===== src/rtl/jbi_dbg_ctl_drain.sv =====
// JBI debug-port queue drain: pops DBGQ entries, serializes each LSB-first into
// OUT_W-bit beats with valid/ready, tags post-overflow entries and counts entries sent.
module jbi_dbg_ctl_drain #(
   parameter int unsigned DATA_W  = 64,
   parameter int unsigned OUT_W   = 16,
   parameter int unsigned GAP_CYC = 2
) (
   input  logic              clk,
   input  logic              rst,
   input  logic              en,
   input  logic              cnt_clr,
   input  logic              q_empty,
   input  logic              q_ovf,
   input  logic [DATA_W-1:0] q_rdata,
   output logic              q_pop,
   output logic              dbg_valid,
   input  logic              dbg_ready,
   output logic [OUT_W-1:0]  dbg_data,
   output logic              dbg_sop,
   output logic              dbg_eop,
   output logic              dbg_ovf,
   output logic              busy,
   output logic [15:0]       entry_cnt
);

   localparam int unsigned   NBEATS    = DATA_W / OUT_W;
   localparam int unsigned   BW        = (NBEATS > 1) ? $clog2(NBEATS) : 1;
   localparam logic [BW-1:0] LAST_BEAT = BW'(NBEATS - 1);
   localparam logic [3:0]    GAP_LAST  = 4'((GAP_CYC > 0) ? GAP_CYC - 1 : 0);

   typedef enum logic [1:0] {IDLE, FETCH, SEND, GAP} state_t;

   state_t            state;
   logic [DATA_W-1:0] shreg;
   logic [BW-1:0]     beat_cnt;
   logic [3:0]        gap_cnt;
   logic              accept;

   // Everything below is decoded from registers only, except the pop request,
   // which must react to en/q_empty in the same cycle; it is held off during reset.
   assign q_pop     = ~rst & (state == IDLE) & en & ~q_empty;
   assign dbg_valid = (state == SEND);
   assign dbg_data  = shreg[OUT_W-1:0];
   assign dbg_sop   = dbg_valid & (beat_cnt == '0);
   assign dbg_eop   = dbg_valid & (beat_cnt == LAST_BEAT);
   assign busy      = (state != IDLE);
   assign accept    = dbg_valid & dbg_ready;

   // NOTE: all state is updated with <= so every register samples pre-edge values.
   always_ff @(posedge clk or posedge rst) begin
      if (rst) begin
         // NOTE: shreg is a plain register, not a RAM, so it is reset like the rest.
         state     <= IDLE;
         shreg     <= '0;
         beat_cnt  <= '0;
         gap_cnt   <= '0;
         dbg_ovf   <= 1'b0;
         entry_cnt <= '0;
      end else begin
         case (state)
            IDLE: begin
               if (q_pop) begin
                  dbg_ovf <= q_ovf;
                  state   <= FETCH;
               end
            end
            FETCH: begin
               shreg    <= q_rdata;
               beat_cnt <= '0;
               state    <= SEND;
            end
            SEND: begin
               if (accept) begin
                  shreg    <= shreg >> OUT_W;
                  beat_cnt <= beat_cnt + 1'b1;
                  if (dbg_eop) begin
                     gap_cnt <= '0;
                     state   <= (GAP_CYC > 0) ? GAP : IDLE;
                  end
               end
            end
            GAP: begin
               if (gap_cnt == GAP_LAST) state <= IDLE;
               else                     gap_cnt <= gap_cnt + 1'b1;
            end
            default: state <= IDLE;
         endcase

         // Clear wins over a coincident end-of-entry increment.
         if (cnt_clr)
            entry_cnt <= '0;
         else if (accept && dbg_eop && entry_cnt != 16'hFFFF)
            entry_cnt <= entry_cnt + 1'b1;
      end
   end

endmodule


===== config.mk =====
export PLATFORM = sky130hd
export DESIGN_NAME = jbi_dbg_ctl_drain
export DESIGN_NICKNAME = d
export VERILOG_FILES = /design/src/rtl/jbi_dbg_ctl_drain.sv
export SDC_FILE = /design/constraint.sdc
export NUM_CORES = 1
export LEC_CHECK = 0
export CORE_UTILIZATION = 53
export DETAILED_ROUTE_END_ITERATION = 8
export PLACE_DENSITY = 0.87
export SLEW_MARGIN = 20
export SYNTH_ARGS = -nofsm -noshare
export SYNTH_HDL_FRONTEND = slang
export SYNTH_SLANG_ARGS = --single-unit

===== constraint.sdc =====
create_clock -name clk -period 5.1 [get_ports clk]
set_input_delay 1.02 -clock clk [delete_from_list [all_inputs] [get_ports clk]]
set_output_delay 1.02 -clock clk [all_outputs]
set_load 0.01 [all_outputs]

* Yosys cells after proc, flatten, opt, wreduce, memory -nomap -nowiden *
Index checks and enable logic that the tools add are counted.

word-level totals
  bits in registers = 89
  word-level logic and storage cells = 55
  input port bits = 71
  output and inout port bits = 38

cells by class
  bitwise logic cells = 8
  equal/unequal tests = 11
  reduce and logical (&&, ||, !) cells = 12
  $add $sub $neg = 3
  multiplexer cells = 15

operators with widths
  kind                   number
  $pmux 64 s2            1
  $mux 64                1
  $mux 16                2
  $add 16x1->16 const B  1
  $ne 16x16->1 const B   1
  $mux 4                 3
  $mux 2                 5
  $pmux 2 s4             1
  $pmux 4 s2             1
  $reduce_and 4->1       2
  $reduce_bool 2->1      4
  $and 1x1->1            6
  $eq 2x2->1 const B     3
  $ne 2x2->1 const B     3
  $add 4x1->4 const B    1
  $eq 4x1->1 const B     1
  $logic_not 2->1        2
  $ne 2x1->1 const B     2
  $pmux 2 s2             1
  $reduce_and 2->1       2
  $add 2x1->2 const B    1
  $eq 2x1->1 const B     1
  $logic_and 1x1->1      2
  $not 1->1              2

* Longest topological paths before layout *
Gate-level depths: netlist of run 1.

  word-level depth = 6
  gate-level depth with buffers = 10
  gate-level depth less buffers = 6

* Worst setup path before layout of run 1 *
No wires, ideal clock.

  path type = input-to-output
  start point = in en
  end point = out q_pop
  path slack = 2460 ps
  required time = 4080 ps
  path buffers = 0
  stages = 1
  arrival time = 1620 ps
  cells stage by stage = nor4bb_1

between the ends
  cells in the longest elaborated chain, start to end = 2

ends and longest elaborated chain
  element                   RTL line  text
  from (decl)               10        input logic en,
  $and 1x1->1 (2 in a row)  41        assign q_pop = ~rst & (state == IDLE) & en & ~q_empty;
  to (decl)                 15        output logic q_pop,

No other way between the ends.

* Worst setup path in the final report of run 1 *
Same ends and word-level chain as after synthesis.

==> flow_summary.yaml, run 1 <==
timing:
  fin_tns_setup_ns: 0
  fmax_ghz: 0.276
  slew_violations: 0
  relSlewSlack: 0.301
  final.period_utilization: 0.711
  worstMarginPinSlew_ns: 1.04
  rsz0062_at_grt: "false"
  setup_viol_count_final: 0
  period_needed_ns: 3.63
  hold_viol: 0
  clock_skew_ns: 0.0157
final_layout:
  n_antenna_cell: 0
  drive_above_1_share: 0.0498
  nNetsFinal: 579
  areaGrowthSynthToFinish_pct: 28.1
run:
  maxCapViolCount: 0
placement:
  place.gp.congestion: 0.754
  dp_hpwl_um: 6720
  io_buffers: 108
worst_setup_path:
  crit_path_cell_trace: "clkdlybuf4s50_1 -> nor4bb_1 -> clkdlybuf4s50_1"
  crit_type: "in -> out"
  cpPeakStageDelay_ns: 0.64
  critical_path_required_ns: 4.08
  startpoint_type: "primary input"
  crit_fanout: 3
  cp_common_cell: "clkdlybuf4s50_1"
  rr_worst_depth: 5
  r2r_setup_slack_ns: 2.51
  r2r-start: "entry_cnt[0]$_DFFE_PP0P_"
  critPathBufInv: 2
  cp_slowest_cell: "clkdlybuf4s50_1"
  r2r-end: "entry_cnt[6]$_DFFE_PP0P_"
  worst-endpoint-arrival_ns: 2.61
  end_kind: "output pin"
  crit_family: "buffers and inverters"
floorplan:
  initial_utilization: 0.554
  die_height_um: 92.5
  ios: 109
  die_area_um2: 8560
  die_w_um: 92.5
  fp.coreArea_um2: 7850
  rows: 32
routing:
  drt-total-wl_um: 9640
  vias_per_cell: 5.57
  drt_iter0_drc: 146
  firstDrtPassIters: 4
  ant_nets: 0
  vias: 3362
  wl_per_cell_um: 16.0
  drcViolationCount: 0
cts:
  clkTransAtPathRegs_ns: 0.08
  cts_tree: "built"
  cts_resized: 0
  cts.path.max_buffers: 2
  htree_levels: 3
  post_cts_buffers: 0
  cts.sinks: 89
  cts-root-buf: "clkbuf_8"
  numCtsBuffers: 9
  clock_latency_ns: 0.36
  ctsHoldBuffers: 0
synth:
  synthesis.area_um2: 4350
  synth_nets: 499
  syn_inst: 419
  synth_flop_cell: "dfrtp_1"
  ys_seq_area_frac: 0.513
  synthDistinctLibCells: 39
  yosysWarningCount: 0
  syn_avg_cell_area_um2: 10.4
  async_flop_share: 1.00
  synth-seq-cells: 89
  synth_edf_count: 0
status:
  outcome: "completed"
worst_hold_path:
  hold_end: "shreg[6]$_DFFE_PP0P_"
  hold_depth: 2
  min_from: "shreg[6]$_DFFE_PP0P_"
  min-delay-path-class: "reg -> reg"
power_and_ir_drop:
  p_leak_nw: 2.38
  vdd_drop_max_v: 0.000454
  power_mw: 2.82
  power_density_nw_per_um2: 507
global_routing:
  gr-total-overflow: 0
  grt_max_degree: 114
  grt_first_pass_wirelength_um: 15800
  antenna_found_initial: 0
  track_usage: 0.239
  grt_pass1_vias: 3252
[Yosys cell counts (2+ instances only)]
master	instances	area share
nand2_1	57	0.049
nor2_1	3	0.0026
dfrtp_1	89	0.51
nand4_1	6	0.0086
a22o_1	18	0.036
mux2_2	2	0.0052
or4_1	7	0.012
a21oi_1	15	0.017
buf_2	15	0.017
and4_1	2	0.0040
mux2i_1	49	0.11
nor3_1	6	0.0069
nand3_1	7	0.0081
buf_4	16	0.028
ha_1	9	0.026
o31ai_1	8	0.014
o21ai_0	61	0.070
or3_1	7	0.010
clkbuf_1	11	0.0095
and3_1	2	0.0029
and2_1	3	0.0043
inv_1	9	0.0078
[registers in the layout, summed over array words and instances, names as in the netlist]
name / flops
beat_cnt: 2
gap_cnt: 4
dbg_ovf: 1
entry_cnt: 16
shreg: 64
state: 2
[logic make-up (layout without fill, tap and decap cells)]
group / after synthesis / in the layout / share of synthesized area
mux: 51 / 51 / 0.118
xor+xnor: 1 / 1 / 0.00202
fa+ha+maj: 9 / 9 / 0.0259
compound gates: 110 / 110 / 0.153
buf+inv: 52 / 135 / 0.0631
simple gates: 107 / 107 / 0.126
flops: 89 / 89 / 0.513
[final cells by class]
type | instances | area (um^2)
Inverter | 9 | 35.0
Fill cell | 616 | 2280
Tap cell | 102 | 128
Sequential cell | 89 | 2230
Clock inverter | 3 | 67.6
Timing Repair Buffer | 112 | 1110
Clock buffer | 11 | 131
Multi-Input combinational cell | 278 | 1870
[routing by layer]
metal / vias up / global-route usage / wire (um)
met4: 0 / 0.0794 / 172
met1: 1599 / 0.315 / 4320
met2: 98 / 0.391 / 4710
met3: 17 / 0.0517 / 440
li1: 1648 / - / -
met5: - / 0 / 0
[how the worst max path moves through the flow]
stage | from | cells after the start | endpoint | slack, ns
6_report | en | 3 | q_pop | 1.47
5_1_grt | rst | 3 | q_pop | 1.38
4_1_cts | en | 3 | q_pop | 1.44
3_5_place_dp | en | 3 | q_pop | 1.47
3_3_place_gp | rst | 3 | q_pop | 1.54
2_1_floorplan | rst | 1 | beat_cnt[0]$_DFFE_PP0P_ | 1.77
[stage by stage]
stage	setup slack (ns)	area (um^2)	util	hold slack, ns	std cells
floorplan	1.77	4350	-	0.450	419
global placement	1.54	5370	0.684	0.461	590
detailed placement	1.47	5370	0.684	0.471	590
CTS	1.44	5570	0.710	0.490	604
global route	1.38	5570	0.710	0.511	604
finish	1.47	5570	0.710	0.482	604
[cells in the final DEF, fill, tap and decap left out, types with 7 or more instances in the layout]
cell type	n
clkdlybuf4s50_1	108
dfrtp_1	89
o21ai_0	61
nand2_1	57
mux2i_1	49
a22o_1	18
a21oi_1	14
clkbuf_8	9
inv_1	8
o31ai_1	8
ha_1	8
or4_1	7
nand3_1	7
or3_1	7
[where the power goes]
group / internal (mW) / leakage [nW] / switching (mW) / total [mW]
Clock: 0.271 / 0.0955 / 0.236 / 0.507
Combinational: 0.567 / 1.13 / 0.624 / 1.19
Sequential: 0.969 / 1.15 / 0.157 / 1.13
Total: 1.81 / 2.38 / 1.02 / 2.82
[worst register-to-register path: stages, from the launching register on]
cell,delay (ns)
dfrtp_1,0.42
ha_1,0.21
nand4_1,0.42
nor4_2,1.02
o21ai_0,0.26
a21oi_1,0.18
Power figures use the tool's default switching activity.
==> run 2: changes to the inputs <==
--- a/config.mk
+++ b/config.mk
@@ -5,9 +5,9 @@
 export SDC_FILE = /design/constraint.sdc
 export NUM_CORES = 1
 export LEC_CHECK = 0
-export CORE_UTILIZATION = 53
+export CORE_UTILIZATION = 49
 export DETAILED_ROUTE_END_ITERATION = 8
-export PLACE_DENSITY = 0.87
+export PLACE_DENSITY = 0.82
 export SLEW_MARGIN = 20
 export SYNTH_ARGS = -nofsm -noshare
 export SYNTH_HDL_FRONTEND = slang
==> constraint.sdc (replaced) <==
create_clock -name clk -period 3.6 [get_ports clk]
set_input_delay 0.72 -clock clk [delete_from_list [all_inputs] [get_ports clk]]
set_output_delay 0.72 -clock clk [all_outputs]
set_load 0.01 [all_outputs]
==> run 2 against run 1 <==
  * Global-route usage down 1.9 points
  * Combinational power up 43%
  * Cell count up 0.83%
  * Die area up 8.0%
  * First-iteration DRC count up 23%
  * Critical path depth unchanged
  * Non-clock buffer count unchanged
  * Critical path type unchanged
==> flow_summary.yaml, run 2 (synthesized netlist as in run 1, its figures left out) <==
floorplan:
  fp.coreArea_um2: 8380
  initial_utilization: 0.518
  rows: 33
  die_w_um: 96.2
  die_area_um2: 9250
  die_height_um: 96.2
  ios: 109
cts:
  cts.path.max_buffers: 2
  clkTransAtPathRegs_ns: 0.09
  cts_tree: "built"
  post_cts_buffers: 0
  clock_latency_ns: 0.36
  htree_levels: 3
  numCtsBuffers: 9
  cts-root-buf: "clkbuf_8"
  cts.sinks: 89
  ctsHoldBuffers: 0
  cts_resized: 0
worst_setup_path:
  rr_worst_depth: 7
  r2r-start: "state[0]$_DFFE_PP0P_"
  worst-endpoint-arrival_ns: 2.29
  crit_type: "in -> out"
  critical_path_required_ns: 2.88
  r2r_setup_slack_ns: 0.99
  crit_fanout: 3
  end_kind: "output pin"
  r2r-end: "shreg[29]$_DFFE_PP0P_"
  startpoint_type: "primary input"
timing:
  slew_violations: 0
  setup_viol_count_final: 0
  clock_skew_ns: 0.0146
  fin_tns_setup_ns: 0
  hold_viol: 0
  final.period_utilization: 0.836
  fmax_ghz: 0.332
  period_needed_ns: 3.01
  relSlewSlack: 0.326
  rsz0062_at_grt: "false"
  worstMarginPinSlew_ns: 1.00
global_routing:
  antenna_found_initial: 0
  grt_first_pass_wirelength_um: 15300
  grt_pass1_vias: 3193
  gr-total-overflow: 0
  grt_max_degree: 114
  track_usage: 0.220
final_layout:
  drive_above_1_share: 0.0575
  nNetsFinal: 579
  reg_top3: "shreg x64, entry_cnt x16, gap_cnt x4"
  regMostFlops: "shreg"
  areaGrowthSynthToFinish_pct: 28.9
  largest_reg_flops: 64
  final_cell_mix: "108 x clkdlybuf4s50_1, 89 x dfrtp_1, 61 x o21ai_0"
  final_common_cell: "clkdlybuf4s50_1"
  n_antenna_cell: 0
worst_hold_path:
  min_from: "shreg[21]$_DFFE_PP0P_"
  hold_end: "shreg[21]$_DFFE_PP0P_"
  min-delay-path-class: "reg -> reg"
  hold_depth: 2
placement:
  place.gp.congestion: 0.771
  io_buffers: 108
  dp_hpwl_um: 6600
routing:
  firstDrtPassIters: 5
  drt-total-wl_um: 9550
  drcViolationCount: 0
  wl_met2_um: 4370
  top_layer_used: "met4"
  vias: 3378
  wl_met1_um: 4650
  wl_per_cell_um: 15.7
  vias_per_cell: 5.55
  wl_met3_um: 416
  drt_iter0_drc: 180
  ant_nets: 0
power_and_ir_drop:
  vdd_drop_max_v: 0.000455
  p_leak_nw: 2.39
  clkPwrFrac: 0.178
  power_mw: 4.00
  comb_power_share: 0.425
  switching_share: 0.368
  p_int_mw: 2.53
  power_density_nw_per_um2: 714
  p_seq_frac: 0.397
  switchingPower_mw: 1.47
status:
  outcome: "completed"
run:
  maxCapViolCount: 0
[run 2: cell types whose count changed in the layout (fill, tap and decap cells not counted), sizes merged]
| cell | change |
|---|---|
| clkinv | +3 |
| inv | +1 |
| bufinv | -1 |
| clkbuf | -1 |
[run 2: how the worst max path moves through the flow]
stage | end | start | depth (start not counted)
after floorplan | beat_cnt[0]$_DFFE_PP0P_ | rst | 1
after global placement | q_pop | rst | 3
after detailed placement | q_pop | en | 3
after CTS | q_pop | en | 3
after global routing | q_pop | rst | 3
final | q_pop | rst | 3
[run 2: cell type report]
cell class              count  area, um^2
fillers                   649        2780
flip-flops and latches     89        2230
multi-input cells         278        1870
repair buffers            112        1140
clock buffers              10         138
well taps                 105         131
clock inverters             6        65.1
inverters                   9        35.0
[run 2: critical path, stage by stage]
cell	delay (ns)
clkdlybuf4s50_1	0.44
nor4bb_1	0.50
clkdlybuf4s50_1	0.63
[run 2: power groups by stage]
stage	clock [mW]	combinational, mW	sequential (mW)
2_1_floorplan	0	1.30	1.54
3_3_place_gp	0	1.65	1.59
3_5_place_dp	0	1.71	1.61
4_1_cts	0.719	1.72	1.59
5_1_grt	0.762	1.91	1.63
6_report	0.710	1.70	1.59
[run 2: per-stage QoR]
stage	cells	util	hold slack, ns	setup WS [ns]	instance area, um^2
6_report	609	0.668	0.487	0.590	5600
4_1_cts	609	0.668	0.490	0.598	5600
2_1_floorplan	419	-	0.450	0.573	4350
5_1_grt	609	0.668	0.512	0.532	5600
3_5_place_dp	593	0.644	0.469	0.612	5400
3_3_place_gp	593	0.644	0.460	0.637	5400
[run 2: metal layers]
| layer | track usage | vias to the layer above |
|---|---|---|
| met2 | 0.334 | 82 |
| met5 | 0 | - |
| li1 | - | 1651 |
| met3 | 0.0308 | 7 |
| met1 | 0.317 | 1638 |
| met4 | 0.0858 | 0 |
